### src/rtl/mips_hazard_scoreboard.sv
// Hazard/forwarding scoreboard for the 5-stage MIPS pipeline: tracks in-flight
// destinations, raises a combinational stall and registers EX-stage forward selects.
module mips_hazard_scoreboard #(
   parameter int REG_ADDR_W = 5,
   parameter int NUM_SRC    = 2,
   parameter int DEPTH      = 3,
   parameter int LOAD_STAGE = 2,
   parameter int RF_BYPASS  = 1,
   parameter int FLUSH_STG  = 1,
   parameter int CNT_W      = 32,
   parameter int SEL_W      = $clog2(DEPTH+1)
) (
   input  logic                          clk,
   input  logic                          rst,
   input  logic                          id_valid,
   input  logic [NUM_SRC*REG_ADDR_W-1:0] id_src,
   input  logic [NUM_SRC-1:0]            id_src_used,
   input  logic [REG_ADDR_W-1:0]         id_dst,
   input  logic                          id_wr_en,
   input  logic                          id_is_load,
   input  logic                          flush,
   output logic                          stall,
   output logic                          ex_valid,
   output logic [NUM_SRC*SEL_W-1:0]      ex_fwd_sel,
   output logic [CNT_W-1:0]              stall_cnt
);

   logic [DEPTH-1:0]      r_vld;
   logic [DEPTH-1:0]      r_wr;
   logic [DEPTH-1:0]      r_ld;
   logic [REG_ADDR_W-1:0] r_dst [DEPTH];

   logic [NUM_SRC-1:0]       w_hit;
   logic [NUM_SRC-1:0]       w_hit_ld;
   logic [SEL_W-1:0]         w_hit_k [NUM_SRC];
   logic [NUM_SRC*SEL_W-1:0] w_sel;
   logic                     w_cause;
   logic                     w_push;
   logic [DEPTH-1:0]         w_vld_nxt;

   // Scan oldest to youngest so the youngest producer overwrites older hits.
   always_comb begin
      w_cause  = 1'b0;
      w_sel    = '0;
      w_hit    = '0;
      w_hit_ld = '0;
      for (int s = 0; s < NUM_SRC; s++) begin
         w_hit_k[s] = '0;
         for (int k = DEPTH-1; k >= 0; k--) begin
            if (r_vld[k] && r_wr[k] && (r_dst[k] != '0) && id_src_used[s] &&
                (r_dst[k] == id_src[s*REG_ADDR_W +: REG_ADDR_W])) begin
               w_hit[s]    = 1'b1;
               w_hit_ld[s] = r_ld[k];
               w_hit_k[s]  = SEL_W'(k);
            end
         end
         if (w_hit[s]) begin
            if (int'(w_hit_k[s]) + 1 < (w_hit_ld[s] ? LOAD_STAGE : 1))
               w_cause = 1'b1;
            if ((RF_BYPASS == 0) && (int'(w_hit_k[s]) == DEPTH-1))
               w_cause = 1'b1;
            if (int'(w_hit_k[s]) + 1 <= DEPTH-1)
               w_sel[s*SEL_W +: SEL_W] = w_hit_k[s] + SEL_W'(1);
         end
      end
   end

   assign stall  = ~rst & id_valid & ~flush & w_cause;
   assign w_push = id_valid & ~flush & ~stall;

   // Flush squashes the youngest entries after the shift, including the new e[0].
   always_comb begin
      w_vld_nxt    = '0;
      w_vld_nxt[0] = w_push;
      for (int k = 1; k < DEPTH; k++)
         w_vld_nxt[k] = r_vld[k-1];
      for (int k = 0; k < DEPTH; k++)
         if (flush && (k < FLUSH_STG))
            w_vld_nxt[k] = 1'b0;
   end

   always_ff @(posedge clk or posedge rst) begin
      if (rst) begin
         r_vld      <= '0;
         r_wr       <= '0;
         r_ld       <= '0;
         for (int k = 0; k < DEPTH; k++)
            r_dst[k] <= '0;
         ex_valid   <= 1'b0;
         ex_fwd_sel <= '0;
         stall_cnt  <= '0;
      end else begin
         r_vld    <= w_vld_nxt;
         r_wr     <= {r_wr[DEPTH-2:0], id_wr_en};
         r_ld     <= {r_ld[DEPTH-2:0], id_is_load};
         r_dst[0] <= id_dst;
         for (int k = 1; k < DEPTH; k++)
            r_dst[k] <= r_dst[k-1];
         ex_valid   <= w_push;
         ex_fwd_sel <= stall ? '0 : w_sel;
         if (stall && (stall_cnt != '1))
            stall_cnt <= stall_cnt + CNT_W'(1);
      end
   end

endmodule
### config.mk
export PLATFORM = sky130hd
export DESIGN_NAME = mips_hazard_scoreboard
export DESIGN_NICKNAME = d
export VERILOG_FILES = /design/src/rtl/mips_hazard_scoreboard.sv
export SDC_FILE = /design/constraint.sdc
export NUM_CORES = 1
export LEC_CHECK = 0
export CORE_ASPECT_RATIO = 2
export CORE_MARGIN = 4
export CORE_UTILIZATION = 65
export DETAILED_ROUTE_END_ITERATION = 10
export DONT_BUFFER_PORTS = 1
export PLACE_DENSITY_LB_ADDON = 0.05
export SETUP_SLACK_MARGIN = 0.4
export SYNTH_ARGS = -nofsm -noshare
export SYNTH_HDL_FRONTEND = slang
export SYNTH_SLANG_ARGS = --single-unit
### constraint.sdc
create_clock -name clk -period 6 [get_ports clk]
set_input_delay 0 -clock clk [delete_from_list [all_inputs] [get_ports clk]]
set_output_delay 0 -clock clk [all_outputs]
set_load 0.01 [all_outputs]
## Word-level counts from Yosys, hierarchy flattened

Index checks and enable logic that the tools add are counted.

| storage, ports and cells | value |
|---|---|
| RAM bits | 0 |
| output and inout bits | 38 |
| register bits after elaboration | 61 |
| ROM bits | 0 |
| bits of input ports | 23 |
| memories | 0 |
| latch bits | 0 |

| cells by class | value |
|---|---|
| add/subtract/negate cells | 5 |
| bitwise gates (word level) | 8 |
| reduce and logical (&&, ||, !) cells | 22 |
| multipliers | 0 |
| divide/modulo/power cells | 0 |
| magnitude comparators | 4 |
| muxes and demuxes | 30 |
| eq/ne operators | 7 |
| shifts and indexed selects | 0 |

Operator list:

| kind | number |
|---|---|
| < comparator 32 x 3 -> 1 bit | 2 |
| adder 32 x 1 -> 32 bit (second input constant) | 1 |
| != test 32 bit (second input constant) | 1 |
| == test 5 bit | 6 |
| two-way mux 2 bit | 12 |
| logical AND 1 bit | 19 |
| two-way mux 1 bit | 17 |
| nonzero test 5 bit | 3 |
| adder 2 x 1 -> 3 bit (second input constant) | 2 |
| less-or-equal comparator 3 x 2 -> 1 bit (second input constant) | 2 |
| bitwise AND 1 bit | 5 |
| adder 2 x 1 -> 2 bit (second input constant) | 2 |
| two-way mux 4 bit | 1 |
| inverter 1 bit | 3 |

## Longest topological paths before layout

Gate-level depths: netlist of run 1.

| depth | value |
|---|---|
| depth after elaboration | 17 |
| depth in mapped cells | 17 |

## Least setup slack after synthesis of run 1

OpenSTA, ideal clock, no wires.

| timing path | value |
|---|---|
| kind | register to register |
| start | register r_dst[10] (netlist name) |
| end | register stall_cnt[1] |
| data arrival time | 3.642 ns |
| path slack | 2.230 ns |
| cell stages (with the launch flop) | 12 |
| library setup time | 0.128 ns |
| buffers on the path | 1 |
| cells stage by stage | dfrtp_1 > or3_1 > o311a_4 > and4_4 > or3_2 > fa_1 > nor2_1 > nor3_1 > o211a_1 > o21ai_2 > buf_2 > mux2_1 |

| between the ends | value |
|---|---|
| word-level cells in the longest chain between the ends | 13 |
| elaborated cells on any way between the ends | 26 |
| those cells by class | add/sub (2); order compare (2); eq/ne (2); mux (12); bitwise (1); reduce/logical (7) |

Ends and longest elaborated chain:

| item | RTL line | source |
|---|---|---|
| from (decl) | 31 | `logic [REG_ADDR_W-1:0] r_dst [DEPTH];` |
| from (signal, indexed assignment) | 98 | `r_dst[k] <= r_dst[k-1];` |
| nonzero test 5 bit | 50 | `if (r_vld[k] && r_wr[k] && (r_dst[k] != '0) && id_src_used[s] &&` |
| logical AND 1 bit (3 in a row) | 50 |  |
| two-way mux 2 bit or two-way mux 1 bit (tied branches) | 50 |  |
| adder 2 x 1 -> 3 bit or two-way mux 2 bit (tied branches) | 58 | `if (int'(w_hit_k[s]) + 1 < (w_hit_ld[s] ? LOAD_STAGE : 1))` |
| < comparator 32 x 3 -> 1 bit | 58 |  |
| two-way mux 1 bit | 58 |  |
| two-way mux 1 bit | 57 | `if (w_hit[s]) begin` |
| two-way mux 1 bit | 58 |  |
| two-way mux 1 bit * | 57 |  |
| bitwise AND 1 bit * | 68 | `assign stall = ~rst & id_valid & ~flush & w_cause;` |
| logical AND 1 bit * | 101 | `if (stall && (stall_cnt != '1))` |
| to (signal assigned) | 102 | `stall_cnt <= stall_cnt + CNT_W'(1);` |
| to (decl) | 25 | `output logic [CNT_W-1:0] stall_cnt` |

Every way passes the cells marked *; elsewhere a longest branch is shown, timed or not.
A chain may end at the register's enable or synchronous reset.

## Worst setup path in the final report of run 1

| timing path | value |
|---|---|
| start | register r_dst[10] (netlist name) |
| end | register stall_cnt[28] |

Same word-level chain as after synthesis.

==> flow_summary.toml, run 1 <==
[run_status]
status = "complete, no violations"

[drt]
dr.pass1.iters = 5
vias = 2193
vias_per_cell = 5.992
ant_nets = 0
drt_first_iter_violations = 64
drt_wl_total_um = 6932
wl_per_cell_um = 18.94
drc = 0

[floorplanning]
start_util_pct = 67.22
die_h_um = 106.0
dieArea_um2 = 6041
core_region_area_um2 = 4642
fp-row-count = 35
die-width_um = 57.00
top_level_ports = 61

[yosys]
async_reset_ff_share_pct = 100.0
synth_nets = 322
synth.distinct_cells = 44
ys_seq_area_share_pct = 48.92
synth_top_flop_cell = "dfrtp_1"
synth_most_common_cell = "dfrtp_1"
synth.area.top_cells = "dfrtp_1 (49%), xor2_1 (11%), xnor2_1 (5.9%)"
synth_edf_count = 0
syn_area_um2 = 3120
avgSynthCellArea_um2 = 10.80
yosys.area.top_type_share_pct = 48.92
synth_cells = 289
synth_area_leader_cell = "dfrtp_1"
yosys_warnings = 0
synthTopCellsByCount = "dfrtp_1 (61), xor2_1 (40), nor2_1 (28), nand2_1 (22), xnor2_1 (21)"
ys_seq_elements = 61

[finish]
n_antenna_cell = 0
nets = 339
drive_gt1_share_pct = 10.61
synthToLayoutAreaGrowth_pct = 10.34
stdcell_area_um2 = 3443

[power]
pwr-share-seq_pct = 53.9
p_clk_share_pct = 40.7
p_switching_mw = 0.2071
p_int_mw = 0.5904
ir_drop_mv = 0.2547
p_comb_share_pct = 5.3
powerDensity_nw_per_um2 = 231.6
leakage_nw = 1.658
switching_share_pct = 25.97

[worst_setup_path]
path_max_fanout = 25
cp-end-kind = "flip-flop"
crit_buf_inv = 0
cp_slowest_cell = "o21ai_2"
setup.worst_path.start_class = "flip-flop"
cp.depth = 11
cp_common_cell = "nor3_1"
critPathTopFamily = "simple AND/OR/NAND/NOR gates"
worstSetupPathType = "reg -> reg"
crit_chain = "or3_1 > o311a_4 > and4_4 > or3_2 > fa_1 > nor2_1 > nor3_1 > o211a_1 > o21ai_2 > nor3_1 > xor2_1"
cpPeakStageDelay_ns = 0.81
cp_data_required_time_ns = 6.22
cp.arrival_ns = 4.52
r2r_cells = 11

[placed_design]
place_area_um2 = 3158
dp_hpwl_um = 5312
port_buffers = 0
place.gp.congestion = 0.8708

[worst_hold_path]
worstHoldPathType = "in -> reg"
hold_path_depth = 4

[sta]
finalHoldViolCount = 0
setup-violations-final = 0
finClkSkew_ns = 0.008292
fin_tns_setup_ns = 0
slew-limit-headroom_pct = 31.32
rsz0062_at_grt = "no"
worst_pin_slew_ns = 1.030
drv_slew = 0
min_period_over_period_pct = 71.66
min_period_ns = 4.300
max_freq_ghz = 0.2326

[cts]
clkSlewWorstSetupHoldPaths_ns = 0.07
clock_path_buffers = 2
cts_resized = 0
htreeDepth = 3
ctsHoldBuffers = 11
clock_latency_ns = 0.34
cts_tree = "done"
cts_setup_buffers = 0
cts_root_buf = "clkbuf_8"
cts_buffers = 9
clock-sinks = 61

[global_route]
use_met2_pct = 46.15
gr-usage-all-layers_pct = 24.97
grt-ovfl-total = 0
antenna_found_initial = 0
grt_busiest_layer = "met2"
grt_pass1_vias = 2416
grt_use_met3_pct = 5.954
grt_max_degree = 38
grt_pass1_wl_um = 11490
use_met1_pct = 24.29

[job]
maxCapViolations = 0
final timing paths:
path / startpoint / slack (ns) / to
max: r_dst[10] / 1.70 / stall_cnt[28]
min: rst / 0.06 / stall_cnt[15]
max reg2reg: r_dst[10] / 1.70 / stall_cnt[28]
min reg2reg: r_ld[1] / 0.39 / r_ld[2]
max in group asynchronous: rst / 4.99 / stall_cnt[23]
min in group asynchronous: rst / 0.16 / r_ld[0]
routing by layer:
metal | wire [µm] | share of wire (%) | up-vias
li1 | - | - | 1019
met1 | 2285 | 33 | 1098
met2 | 4113 | 59 | 56
met3 | 282 | 4.1 | 20
met4 | 251 | 3.6 | 0
met5 | 0 | 0 | -
flip-flops by register name (all words and copies together) (netlist names):
register,cells
ex_valid,1
ex_fwd_sel,4
r_dst,15
r_wr,3
r_ld,3
stall_cnt,32
r_vld,3
cell families after synthesis:
logic type,Yosys count,synth area share [%]
and+or+nand+nor,121,21.17
xor gates and xnor gates,61,17.12
DFF,61,48.92
AOI/OAI and AO/OA,17,5.052
buffers and inverters,17,2.566
adders and majority gates,10,4.491
muxes,2,0.6816
cell usage in the layout (no fill, tap or decap), types with 2 or more instances in the layout:
master,count
dfrtp_1,61
or3_1,2
inv_1,10
clkbuf_8,9
nand4_1,12
and3_1,7
or4_1,2
xnor2_1,21
xor2_1,40
nor4_1,4
and2_1,2
nor2_1,28
nand3_1,15
clkinv_2,2
a21oi_1,3
ha_1,8
nand2_1,22
clkinv_4,2
clkinvlp_4,2
fa_1,2
nor3_1,11
o21ai_2,3
dlygate4sd3_1,11
o21ai_0,3
and4_1,5
and3_2,2
metrics by stage:
stage / setup WS (ns) / util [%] / std cells / power [mW] / hold slack [ns]
6_report: 1.700 / 74.18 / 366 / 0.7975 / 0.05681
2_1_floorplan: 2.230 / - / 289 / 0.4638 / 0.03143
3_3_place_gp: 1.756 / 68.03 / 339 / 0.4738 / -0.04950
5_1_grt: 1.423 / 74.18 / 366 / 0.8253 / 0.05718
3_5_place_dp: 1.695 / 68.03 / 339 / 0.4748 / -0.04148
4_1_cts: 1.707 / 74.18 / 366 / 0.8019 / 0.04524
worst reg2reg max path, stage by stage (launching register included):
cell and delay, ns:
dfrtp_1 0.42, or3_1 0.39, o311a_4 0.33, and4_4 0.20, or3_2 0.55, fa_1 0.54, nor2_1 0.22, nor3_1 0.09
o211a_1 0.25, o21ai_2 0.81, nor3_1 0.18, xor2_1 0.19
cell type report:
cell class,instances,area (µm²)
clock buffer,9,123.9
sequential,61,1526
tap,55,68.82
multi-input combinational,211,1514
clock inverter,7,51.30
fill,355,1199
inverter,11,41.29
timing repair buffer,12,117.6
power groups by stage:
stage / Combinational, mW / Sequential [mW] / Clock, mW
after floorplan: 0.0288 / 0.435 / 0
after global placement: 0.0361 / 0.438 / 0
after detailed placement: 0.0367 / 0.438 / 0
after CTS: 0.0432 / 0.430 / 0.329
after global routing: 0.0470 / 0.431 / 0.347
final: 0.0426 / 0.430 / 0.325
Power figures use the tool's default switching activity.
==> run 2: changes to the inputs <==
--- a/config.mk
+++ b/config.mk
@@ -7,7 +7,7 @@
 export LEC_CHECK = 0
 export CORE_ASPECT_RATIO = 2
 export CORE_MARGIN = 4
-export CORE_UTILIZATION = 65
+export CORE_UTILIZATION = 57
 export DETAILED_ROUTE_END_ITERATION = 10
 export DONT_BUFFER_PORTS = 1
 export PLACE_DENSITY_LB_ADDON = 0.05
==> constraint.sdc (replaced) <==
create_clock -name clk -period 3.77 [get_ports clk]
set_input_delay 0 -clock clk [delete_from_list [all_inputs] [get_ports clk]]
set_output_delay 0 -clock clk [all_outputs]
set_load 0.01 [all_outputs]
==> run 2 against run 1 <==
Effect of this change: clock-buffer cell count increased by 2; cell area up 9.3%; routed wire length grew 5.3%; sequential power up 59%; setup slack got worse by 1.4 ns; worst hold slack got worse by 0.021 ns; flip-flop and latch count unchanged; critical path type unchanged.
==> flow_summary.toml, run 2 (synthesized netlist as in run 1, its figures left out) <==
[floorplanning]
top_level_ports = 61
dieArea_um2 = 6794
die_h_um = 112.6
start_util_pct = 59.65
core_region_area_um2 = 5231
fp-row-count = 37
die-width_um = 60.32

[global_route]
grt_pass1_wl_um = 11740
grt_max_degree = 34
grt_use_met3_pct = 5.984
use_met2_pct = 41.33
grt_pass1_vias = 2424
antenna_found_initial = 0
grt_busiest_layer = "met2"
grt-ovfl-total = 0
gr-usage-all-layers_pct = 23.48
use_met1_pct = 24.07

[placed_design]
place.gp.congestion = 0.8995
place_area_um2 = 3236
dp_slack_ns = 0.02787
dp_hpwl_um = 5128
port_buffers = 0

[worst_setup_path]
critPathTopFamily = "simple AND/OR/NAND/NOR gates"
cp_data_required_time_ns = 3.98
crit_chain = "or4_1 > nor2_2 > or4_4 > nand3_2 > o21ai_1 > mux2i_2 > fa_1 > and2_4 > nor3_2 > o21a_1 > o21ai_4 > buf_12 > mux2_1"
cp_slowest_cell = "fa_1"
worst_setup_path_startpoint = "r_dst[7]"
worstSetupPathType = "reg -> reg"
path_max_fanout = 13
setup.worst_path.start_class = "flip-flop"
r2r_start = "r_dst[7]"
crit_buf_inv = 1
cpPeakStageDelay_ns = 0.58
cp.arrival_ns = 3.72
cp-end-kind = "flip-flop"

[sta]
slew-limit-headroom_pct = 69.57
drv_slew = 0
worst_pin_slew_ns = 0.4553
finClkSkew_ns = 0.005958
finalHoldViolCount = 0
final.setup.worst_slack_ns = 0.2629
min_period_over_period_pct = 93.03
max_freq_ghz = 0.2851
fin_tns_setup_ns = 0
setup-violations-final = 0
rsz0062_at_grt = "yes"
min_period_ns = 3.507
holdWs_ns = 0.03536

[cts]
clock_latency_ns = 0.33
clock-sinks = 61
cts_tree = "done"
cts_buffers = 9
cts_root_buf = "clkbuf_8"
clkSlewWorstSetupHoldPaths_ns = 0.06
clock_path_buffers = 2
htreeDepth = 3

[drt]
drc = 0
wl_per_cell_um = 19.00
vias = 2235
vias_per_cell = 5.820
drt_wl_total_um = 7296
drt_first_iter_violations = 67
dr.pass1.iters = 4
ant_nets = 0

[finish]
largest_reg_flops = 32
nets = 356
mostFrequentLayoutCells = "dfrtp_1 (60), xor2_1 (40), nand2_1 (20)"
largestRegisters = "stall_cnt x32, r_dst x15, ex_fwd_sel x4"
drive_gt1_share_pct = 25.46
n_antenna_cell = 0
layout_commonest_cell = "dfrtp_1"
top_register = "stall_cnt"
stdcell_area_um2 = 3765
fillers = 410
synthToLayoutAreaGrowth_pct = 20.65

[power]
p_comb_share_pct = 6.4
ir_drop_mv = 0.3430
powerDensity_nw_per_um2 = 324.1
p_clk_share_pct = 37.5
switching_share_pct = 23.26
power_mw = 1.220
leakage_nw = 1.795
p_switching_mw = 0.2838
p_int_mw = 0.9365
pwr-share-seq_pct = 56.1

[run_status]
status = "complete, no violations"

[job]
maxCapViolations = 0

[worst_hold_path]
worstHoldPathType = "in -> reg"
hold_start = "id_src_used[1]"
==> run 2: metrics by stage <==
step                      utilization [%]  instances
after floorplan                         -        289
after global routing                71.97        384
final                               71.97        384
after global placement              61.85        346
after CTS                           69.22        380
after detailed placement            61.85        346
==> run 2: final timing paths <==
path,end,slack [ns],cells past startpoint
worst max-delay path,stall_cnt[1],0.26,13
worst min-delay path,ex_fwd_sel[2],0.04,3
worst max register to register,stall_cnt[1],0.26,13
worst min register to register,r_wr[1],0.40,0
max in group asynchronous,r_dst[7],3.07,3
min in group asynchronous,ex_fwd_sel[1],0.26,3
==> run 2: power groups by stage <==
| stage | clock network, mW | logic [mW] | registers, mW |
|---|---|---|---|
| global placement | 0 | 0.0591 | 0.696 |
| global route | 0.506 | 0.0874 | 0.685 |
| floorplan | 0 | 0.0469 | 0.692 |
| detailed placement | 0 | 0.0597 | 0.696 |
| CTS | 0.474 | 0.0774 | 0.683 |
| finish | 0.457 | 0.0787 | 0.684 |
==> run 2: worst reg2reg max path, delay by kind of cell (launching register included) <==
family / cells / cell delay (ns)
adders and majority gates: 1 / 0.58
buffers and inverters: 1 / 0.19
and+or+nand+nor: 6 / 1.19
muxes: 2 / 0.43
AOI/OAI and AO/OA: 3 / 0.56
DFF: 1 / 0.45
==> run 2: layer usage <==
layer  vias up  share of wire, %
met5         -                 0
met4         0               4.2
met3        23               4.8
met2        60                57
met1      1099                34
li1       1053                 -
==> run 2: cell type report <==
type / count / area, µm² / share of cell area [%]
multi-input cells: 211 / 1688 / 44.83
flip-flops and latches: 61 / 1528 / 40.58
repair buffers: 29 / 289.0 / 7.677
clock buffers: 11 / 131.4 / 3.490
well taps: 58 / 72.57 / 1.928
inverters: 11 / 41.29 / 1.097
clock inverters: 3 / 15.01 / 0.3988
==> run 2: timing repair <==
item	CTS	global route
pin swaps	9	11
setup endpoints to repair	37	35
setup buffers	9	3
hold endpoints to repair	37	0
gates cloned	0	1
hold buffers	11	0
gates resized for setup	13	22
==> run 3: changes to the inputs <==
--- a/config.mk
+++ b/config.mk
@@ -7,7 +7,7 @@
 export LEC_CHECK = 0
 export CORE_ASPECT_RATIO = 2
 export CORE_MARGIN = 4
-export CORE_UTILIZATION = 57
+export CORE_UTILIZATION = 63
 export DETAILED_ROUTE_END_ITERATION = 10
 export DONT_BUFFER_PORTS = 1
 export PLACE_DENSITY_LB_ADDON = 0.05
==> constraint.sdc (replaced) <==
create_clock -name clk -period 3.95 [get_ports clk]
set_input_delay 0 -clock clk [delete_from_list [all_inputs] [get_ports clk]]
set_output_delay 0 -clock clk [all_outputs]
set_load 0.01 [all_outputs]
==> run 3 against run 2 <==
Effect of this change: clock skew rose by 0.0073 ns; cell count rose by 1.6%; non-clock buffer count rose by 5; cell area rose by 2.2%; setup slack improved by 0.035 ns; critical endpoint is now stall_cnt[23]; largest cell class unchanged; largest power group unchanged.
==> flow_summary.toml, run 3 (synthesized netlist as in run 1, its figures left out) <==
[placed_design]
place.gp.congestion = 0.8661
dp_hpwl_um = 5106
dp_slack_ns = 0.1638
place_area_um2 = 3202
port_buffers = 0

[finish]
top_register = "stall_cnt"
drive_gt1_share_pct = 26.13
layout_commonest_cell = "dfrtp_1"
nets = 361
largest_reg_flops = 32
synthToLayoutAreaGrowth_pct = 23.26
mostFrequentLayoutCells = "dfrtp_1 (60), xor2_1 (40), nor2_1 (23)"
n_antenna_cell = 0
largestRegisters = "stall_cnt x32, r_dst x15, ex_fwd_sel x4"
stdcell_area_um2 = 3846

[floorplanning]
die_h_um = 107.5
dieArea_um2 = 6211
top_level_ports = 61
core_region_area_um2 = 4820
start_util_pct = 64.75
die-width_um = 57.77
fp-row-count = 36

[sta]
max_freq_ghz = 0.2738
finClkSkew_ns = 0.01326
drv_slew = 0
final.setup.worst_slack_ns = 0.2981
holdWs_ns = 0.03033
min_period_over_period_pct = 92.45
fin_tns_setup_ns = 0
worst_pin_slew_ns = 0.5961
slew-limit-headroom_pct = 60.26
finalHoldViolCount = 0
setup-violations-final = 0
rsz0062_at_grt = "yes"
min_period_ns = 3.652

[drt]
ant_nets = 0
wl_per_cell_um = 19.77
drt_wl_total_um = 7710
dr.pass1.iters = 4
drt_first_iter_violations = 74
vias = 2325
drc = 0
vias_per_cell = 5.962

[cts]
cts_buffers = 9
cts_root_buf = "clkbuf_8"
htreeDepth = 3
cts_tree = "done"
clock-sinks = 61
clkSlewWorstSetupHoldPaths_ns = 0.08
clock_latency_ns = 0.34
clock_path_buffers = 2

[power]
switching_share_pct = 23.44
p_comb_share_pct = 5.4
leakage_nw = 1.849
p_switching_mw = 0.3143
ir_drop_mv = 0.3181
p_int_mw = 1.026
powerDensity_nw_per_um2 = 348.6
pwr-share-seq_pct = 48.7
p_clk_share_pct = 45.9

[run_status]
status = "complete, no violations"

[worst_setup_path]
r2r_cells = 14
cp_data_required_time_ns = 4.18
r2r_slack_ns = 0.30
worstSetupPathType = "reg -> reg"
r2r_start = "r_dst[1]"
rr_endpoint = "stall_cnt[23]"
cp-end-kind = "flip-flop"
path_max_fanout = 6
setup.worst_path.start_class = "flip-flop"
cp.arrival_ns = 3.88

[worst_hold_path]
hold_path_depth = 3
worstHoldPathType = "in -> reg"
min_to = "ex_fwd_sel[2]"
hold_start = "id_src_used[1]"

[job]
maxCapViolations = 0

[global_route]
grt_pass1_vias = 2459
grt_pass1_wl_um = 11850
antenna_found_initial = 0
grt_max_degree = 49
gr-usage-all-layers_pct = 25.75
grt-ovfl-total = 0
==> run 3: final cells by class <==
type                       instances  area, µm²
multi-input combinational        211       1667
sequential                        61       1528
inverter                          11      43.79
timing repair buffer              34      321.6
clock inverter                     6      87.58
clock buffer                      10      127.6
tap                               57      71.32
fill                             311      973.4
==> run 3: power by group through the flow <==
| stage | Clock, mW | Sequential (mW) | Combinational, mW |
|---|---|---|---|
| floorplan | 0 | 0.661 | 0.0440 |
| finish | 0.616 | 0.653 | 0.0725 |
| detailed placement | 0 | 0.665 | 0.0561 |
| global route | 0.654 | 0.654 | 0.0791 |
| global placement | 0 | 0.665 | 0.0540 |
| CTS | 0.614 | 0.652 | 0.0692 |
==> run 3: how the worst max path moves through the flow <==
stage,startpoint,end,slack (ns),cells after the start
CTS,r_dst[0],stall_cnt[22],0.38,14
global placement,r_dst[5],stall_cnt[25],0.25,13
detailed placement,r_dst[5],stall_cnt[29],0.16,13
finish,r_dst[1],stall_cnt[23],0.30,14
global route,r_dst[1],stall_cnt[23],0.15,14
floorplan,r_dst[6],stall_cnt[25],0.43,13
==> run 3: per-layer routing <==
layer  wire length [µm]  track usage (%)
met2               4431            45.55
met1               2493            26.31
met4                414            15.26
met3                372            6.363
met5                  0                0
==> run 3: critical path: stages (launching register included) <==
cell and delay [ns]:
dfrtp_1 0.41, or3_1 0.39, o311a_1 0.37, and4_4 0.20, nand3_1 0.07, o21ai_0 0.08
mux2i_1 0.22, fa_1 0.48, and2_4 0.17, a211oi_2 0.21, o21ai_2 0.11, a2111oi_4 0.39
buf_6 0.20, nand3_4 0.09, xnor2_2 0.15
==> run 3: repair_timing <==
action | CTS | global route
setup buffers | 13 | 7
endpoints found under the hold margin | 22 | 0
hold buffers | 10 | 0
endpoints found under the setup margin | 29 | 36
pin swaps | 9 | 18
resized for setup | 4 | 37
gates cloned | 0 | 1
==> run 3: through the flow <==
| step | utilization, % | total power [mW] | instances |
|---|---|---|---|
| 6_report | 79.80 | 1.341 | 390 |
| 3_5_place_dp | 66.43 | 0.7214 | 343 |
| 5_1_grt | 79.80 | 1.388 | 390 |
| 2_1_floorplan | - | 0.7047 | 289 |
| 4_1_cts | 75.36 | 1.336 | 382 |
| 3_3_place_gp | 66.43 | 0.7188 | 343 |
